--- src/rtl/timer_pkg.sv ---
// Shared definitions for the timer and its capture readout.
// Holds default sizes, the index-width helper and the readout FSM encoding.
package timer_pkg;

    localparam int TIMER_BITWIDTH_DEF = 32;
    localparam int NB_CAPTURES_DEF    = 10;

    typedef enum logic {
        ST_IDLE = 1'b0,
        ST_HOLD = 1'b1
    } state_e;

    // Smallest width able to index 'value' distinct items.
    function automatic int clog2_f(input int value);
        int result;
        result = 0;
        for (int b = 0; b < 31; b++) begin
            result = ((32'sd1 <<< result) < value) ? result + 1 : result;
        end
        return result;
    endfunction

endpackage

--- src/rtl/rr_arbiter.sv ---
// Combinational round-robin arbiter: grants the first requester after ptr_i,
// wrapping from N-1 to 0. The pointer register lives in the caller.
module rr_arbiter import timer_pkg::*; #(
    parameter  int N     = 4,
    localparam int IDX_W = clog2_f(N)
) (
    input  logic [N-1:0]     req_i,
    input  logic [IDX_W-1:0] ptr_i,
    output logic             gnt_valid_o,
    output logic [IDX_W-1:0] gnt_idx_o
);

    // Walk distances N..1 so the nearest requester after ptr_i is written last.
    always_comb begin
        int idx;
        idx         = 0;
        gnt_valid_o = 1'b0;
        gnt_idx_o   = '0;
        for (int k = N; k >= 1; k--) begin
            idx         = (int'(ptr_i) + k) % N;
            gnt_valid_o = gnt_valid_o | req_i[idx];
            gnt_idx_o   = req_i[idx] ? IDX_W'(idx) : gnt_idx_o;
        end
    end

endmodule

--- src/rtl/capture_readout.sv ---
// Streams every newly captured timer value as a {channel, value} record over
// a valid/ready port, round-robin across channels, with sticky overrun flags.
module capture_readout import timer_pkg::*; #(
    parameter  int TIMER_BITWIDTH = TIMER_BITWIDTH_DEF,
    parameter  int NB_CAPTURES    = NB_CAPTURES_DEF,
    localparam int CHAN_W         = clog2_f(NB_CAPTURES)
) (
    input  logic                                clk_in,
    input  logic                                rst_in,
    input  logic [TIMER_BITWIDTH*NB_CAPTURES-1:0] captured_in,
    input  logic [NB_CAPTURES-1:0]              clr_overrun_in,
    output logic                                tx_valid_out,
    input  logic                                tx_ready_in,
    output logic [CHAN_W-1:0]                   tx_chan_out,
    output logic [TIMER_BITWIDTH-1:0]           tx_data_out,
    output logic [NB_CAPTURES-1:0]              pending_out,
    output logic [NB_CAPTURES-1:0]              overrun_out
);

    logic [TIMER_BITWIDTH-1:0] shadow_q [NB_CAPTURES];
    logic [NB_CAPTURES-1:0]    pending_q, pending_d;
    logic [NB_CAPTURES-1:0]    overrun_q, overrun_d;
    logic [NB_CAPTURES-1:0]    change_s, grant_oh_s;
    state_e                    state_q, state_d;
    logic [CHAN_W-1:0]         rr_ptr_q, rr_ptr_d;
    logic [CHAN_W-1:0]         tx_chan_q, tx_chan_d;
    logic [TIMER_BITWIDTH-1:0] tx_data_q, tx_data_d;
    logic                      gnt_valid_s;
    logic [CHAN_W-1:0]         gnt_idx_s;
    logic                      load_s;

    // Arbitration only considers changes already registered as pending.
    rr_arbiter #(.N(NB_CAPTURES)) u_arb (
        .req_i       (pending_q),
        .ptr_i       (rr_ptr_q),
        .gnt_valid_o (gnt_valid_s),
        .gnt_idx_o   (gnt_idx_s)
    );

    for (genvar i = 0; i < NB_CAPTURES; i++) begin : g_ch
        assign change_s[i]   = captured_in[i*TIMER_BITWIDTH +: TIMER_BITWIDTH] != shadow_q[i];
        assign grant_oh_s[i] = load_s && (gnt_idx_s == CHAN_W'(i));
        // A change on the channel being granted re-queues it rather than overrunning.
        assign pending_d[i]  = change_s[i] | (pending_q[i] & ~grant_oh_s[i]);
        assign overrun_d[i]  = (change_s[i] & pending_q[i] & ~grant_oh_s[i])
                             | (overrun_q[i] & ~clr_overrun_in[i]);

        // Shadow copy of the last seen capture value for this channel.
        always_ff @(posedge clk_in) begin
            if (rst_in) begin
                shadow_q[i] <= '0;
            end else if (change_s[i]) begin
                shadow_q[i] <= captured_in[i*TIMER_BITWIDTH +: TIMER_BITWIDTH];
            end else begin
                shadow_q[i] <= shadow_q[i];
            end
        end
    end

    // Next-state, grant and record-load decisions.
    always_comb begin
        state_d   = state_q;
        load_s    = 1'b0;
        rr_ptr_d  = rr_ptr_q;
        tx_chan_d = tx_chan_q;
        tx_data_d = tx_data_q;
        case (state_q)
            ST_IDLE: begin
                if (gnt_valid_s) begin
                    load_s  = 1'b1;
                    state_d = ST_HOLD;
                end else begin
                    state_d = ST_IDLE;
                end
            end
            ST_HOLD: begin
                if (tx_ready_in) begin
                    load_s  = gnt_valid_s;
                    state_d = gnt_valid_s ? ST_HOLD : ST_IDLE;
                end else begin
                    state_d = ST_HOLD;
                end
            end
            default: begin
                state_d = ST_IDLE;
            end
        endcase
        if (load_s) begin
            rr_ptr_d  = gnt_idx_s;
            tx_chan_d = gnt_idx_s;
            tx_data_d = shadow_q[gnt_idx_s];
        end else begin
            rr_ptr_d  = rr_ptr_q;
        end
    end

    // State, record and per-channel flag registers.
    always_ff @(posedge clk_in) begin
        if (rst_in) begin
            state_q   <= ST_IDLE;
            rr_ptr_q  <= CHAN_W'(NB_CAPTURES - 1);
            tx_chan_q <= '0;
            tx_data_q <= '0;
            pending_q <= '0;
            overrun_q <= '0;
        end else begin
            state_q   <= state_d;
            rr_ptr_q  <= rr_ptr_d;
            tx_chan_q <= tx_chan_d;
            tx_data_q <= tx_data_d;
            pending_q <= pending_d;
            overrun_q <= overrun_d;
        end
    end

    assign tx_valid_out = (state_q == ST_HOLD);
    assign tx_chan_out  = tx_chan_q;
    assign tx_data_out  = tx_data_q;
    assign pending_out  = pending_q;
    assign overrun_out  = overrun_q;

endmodule

--- config.mk ---
export PLATFORM = sky130hd
export DESIGN_NAME = capture_readout
export DESIGN_NICKNAME = d
export VERILOG_FILES = /design/src/rtl/timer_pkg.sv /design/src/rtl/rr_arbiter.sv /design/src/rtl/capture_readout.sv
export SDC_FILE = /design/constraint.sdc
export NUM_CORES = 1
export LEC_CHECK = 0
export CAP_MARGIN = 20
export CORE_MARGIN = 1.5
export CORE_UTILIZATION = 59
export CTS_CLUSTER_SIZE = 12
export DETAILED_ROUTE_END_ITERATION = 6
export MAX_ROUTING_LAYER = met4
export PLACE_DENSITY = 0.92
export SETUP_SLACK_MARGIN = 0.2
export SYNTH_ARGS = -nofsm -noshare
export SYNTH_HDL_FRONTEND = slang
export SYNTH_HIERARCHICAL = 1
export SYNTH_SLANG_ARGS = --single-unit
--- constraint.sdc ---
create_clock -name clk_in -period 16.1 [get_ports clk_in]
set_clock_uncertainty 0.2 [all_clocks]
set_input_delay 4.83 -clock clk_in [delete_from_list [all_inputs] [get_ports clk_in]]
set_output_delay 4.83 -clock clk_in [all_outputs]
set_load 0.02 [all_outputs]
==> metrics.md <==
| Metric | Value |
|---|---|
| Critical-path top delay cell | `ha_1` |
| Total Power Consumption | `7.39 mW` |
| Worst min path class | `reg -> reg` |
| Root buf cell | `clkbuf_16` |
| Areal power density over the cells | `252 nW/um2` |
| Number of library cell types mapped by synthesis | `89` |
| Finished Cell Area | `29300 um2` |
| DP Wirelength | `67.7 mm` |
| Most frequently used cell type in the post-synthesis netlist | `edfxtp_1` |
| Total congestion overflow | `0` |
| Most common flop cell mapped by yosys | `edfxtp_1` |
| Setup slack of the worst register-to-register path | `8.08 ns` |
| Share of the synthesized area in the top cell type | `40.3%` |
| Sequential-to-total area share from yosys stat | `45.3%` |
| WL/cell | `28.9 um` |
| Post-CTS Setup Repair Bufs | `0` |
| Cell area after technology mapping | `23800 um2` |
| Hold Vio Cnt, Final | `0` |
| CTS Hold Buffers Added | `0` |
| Vias in the first global route | `19224` |
| Maxcap violations | `0` |
| Achievable Freq | `0.125 GHz` |
| Register bit total from synthesis | `379` |
| Number of search-and-repair iterations in the first detailed-routing pass | `7` |
| Pin slew with the least headroom to its limit | `1.18 ns` |
| Worst setup EP type | `flip-flop` |
| Average instance area after synthesis | `11.4 um2` |
| Clock tree from TritonCTS | `done` |
| Worst VDD drop | `0.382 mV` |
| Post-synth EDFFs | `320` |
| Final period util | `49.8%` |
| Remaining routing DRC violations | `1` |
| Floorplan die area | `41600 um2` |
| Cell area after placement | `28100 um2` |
| Leading area contributor after synthesis | `edfxtp_1` |
| Violations in the final reports | `design-rule violations` |
| Number of routed nets with antenna violations | `0` |
| Unrepaired setup endpoints after global routing | `no` |
| Path type of the worst setup path | `reg -> reg` |
| Post-cts repair resize count | `0` |
| Total number of yosys warnings | `6` |
| Number of vias in the routed layout | `19878` |
| Syn-to-layout area delta | `23.0%` |
| Run status | `complete, but fails checks` |
| Post-place setup slack | `7.90 ns` |
| Worst setup SP type | `flip-flop` |
| Number of setup violations in the final report | `0` |
| Max Buffers Root-to-Sink | `3` |
| Pins over their slew limit | `0` |
| First-pass GRT wire length | `124 mm` |
| Setup TNS Final | `0 ns` |
| Largest net degree at the start of global routing | `92` |
| Count of routing violations after the opening detailed-route iteration | `2882` |
| Number of clock sinks | `379` |
| Antenna violations before repair | `13` |
| Drt total wl | `86.9 mm` |
| Ys async rst share | `0%` |
| IO buf count | `389` |
| Data required time of the worst path | `16.26 ns` |
| Post-Syn Instances | `2086` |
| Arrival time of data at the critical path endpoint | `8.18 ns` |
| H-tree levels | `2` |
| Time the worst path needs with I/O delays and setup | `8.02 ns` |
| Clock latency on the worst-skew pair | `0.54 ns` |
| Placeable core area | `39800 um2` |
| Die Y-Extent | `204 um` |
| Count of filler cells inserted in the layout | `2632` |
| Slowest cell delay on critical path | `1.03 ns` |
| CP cell instances | `clkinv_1, ha_1, nand2b_1, ha_1, nand2b_1, or4_1, o311ai_0, o22a_1, o221ai_1, a31oi_1, o21bai_1, o22a_1, a211o_1, a41oi_4, buf_4, buf_4, mux4_2, mux4_2, nand2_1, a21oi_1` |
| Boundary pin count | `390` |
| # nets final | `2808` |
| GR Util All Layers | `42.4%` |
| Number of vias per cell | `6.62` |
| Share of post-route cells with drive strength above 1 | `8.48%` |
| Clock-pin slew reported for the worst setup and hold paths after clock tree synthesis | `0.06 ns` |
| Top cells by count, synth | `edfxtp_1, and2_1, xor2_1` |
| Final WS setup | `8.08 ns` |
| Inserted Clock Buffers | `39` |
| Critical-path maximum fanout | `38` |
| Die span in x | `204 um` |
| Initial core utilization | `59.9%` |
| Leading cell types by total area after synthesis | `edfxtp_1, mux4_2, xor2_1` |
| Worst hold slack | `0.258 ns` |
| Static Leak | `11.2 nW` |
| Worst max-slew margin expressed relative to the limit | `21.3%` |
| Global placer's final weighted congestion | `1.05` |
| Number of placement rows | `73` |
| Syn Nets | `2456` |
logic make-up after synthesis:
group | count (synthesis) | share of synthesized area, %
AND/OR/NAND/NOR | 748 | 17.5
flip-flops | 379 | 45.3
XOR/XNOR | 348 | 12.9
AO/OA/AOI/OAI | 298 | 8.61
buffers and inverters | 137 | 2.62
multiplexers | 137 | 11.1
adder cells (fa/ha/maj) | 39 | 2.03
sequential cells by signal (all words and copies together) (netlist names):
name,cells
overrun_out,10
pending_out,10
rr_ptr_q,4
shadow_q,320
tx_chan_out,2
tx_data_out,32
tx_valid_out,1
path summary, 6_finish.rpt:
| path | start | end | cells past startpoint |
|---|---|---|---|
| setup reg to reg | rr_ptr_q[2] | tx_data_out[1] | 20 |
| setup / recovery | rr_ptr_q[2] | tx_data_out[1] | 20 |
| hold / removal | tx_data_out[30] | tx_data_out[30] | 2 |
| hold reg to reg | tx_data_out[30] | tx_data_out[30] | 2 |
worst max-delay path, delay by kind of cell, from the launching register on:
family | cells | cell delay (ns)
flops | 1 | 0.33
fa+ha+maj | 2 | 1.28
buf+inv | 3 | 1.74
simple gates | 4 | 0.99
compound gates | 9 | 2.11
mux | 2 | 1.15
report_power, final:
group / leakage [nW] / switching (mW) / internal [mW]
sequential: 4.19 / 0.0869 / 1.16
clock: 0.559 / 0.376 / 0.479
combinational: 6.48 / 2.91 / 2.39
per-layer routing:
metal / track usage, % / wire length (um)
met4: 18.4 / 4370
met3: 8.80 / 10500
met2: 66.5 / 41200
met1: 53.6 / 30800
met5: - / 0
placed cells by master (no fill, tap or decap), types with 8 or more instances in the layout:
master / count
xor2_1: 254
o21ai_0: 36
nor2b_1: 42
edfxtp_1: 320
a21o_1: 8
a31oi_1: 10
clkbuf_16: 39
nor4_1: 79
a211o_1: 8
nand2_1: 155
clkbuf_1: 20
mux2i_1: 26
o41a_1: 9
nand4_1: 34
ha_1: 37
nand3_1: 10
o31ai_1: 12
o32ai_1: 11
nand2b_1: 20
nor3_1: 17
buf_4: 29
nor2_1: 54
mux2_2: 10
mux4_2: 101
diode_2: 13
and2_1: 295
a211oi_1: 15
inv_1: 26
xnor2_1: 91
o211ai_1: 9
a21oi_1: 100
dfxtp_1: 59
clkdlybuf4s50_1: 388
layout make-up:
class | instances | area, um2 | share of cell area [%]
timing repair buffer | 420 | 4140 | 14.1
tap | 525 | 657 | 2.24
inverter | 28 | 105 | 0.358
sequential | 379 | 10800 | 36.8
antenna | 13 | 32.5 | 0.111
clock buffer | 65 | 1130 | 3.86
clock inverter | 4 | 21.3 | 0.0725
multi-input combinational | 1570 | 12500 | 42.5
per-stage QoR:
stage / cells / utilization, %
global placement: 2919 / 70.6
global route: 3004 / 73.7
floorplan: 2086 / -
detailed placement: 2922 / 70.7
finish: 3004 / 73.7
CTS: 2991 / 73.6
Note: power is estimated with default switching activity, not from simulation.
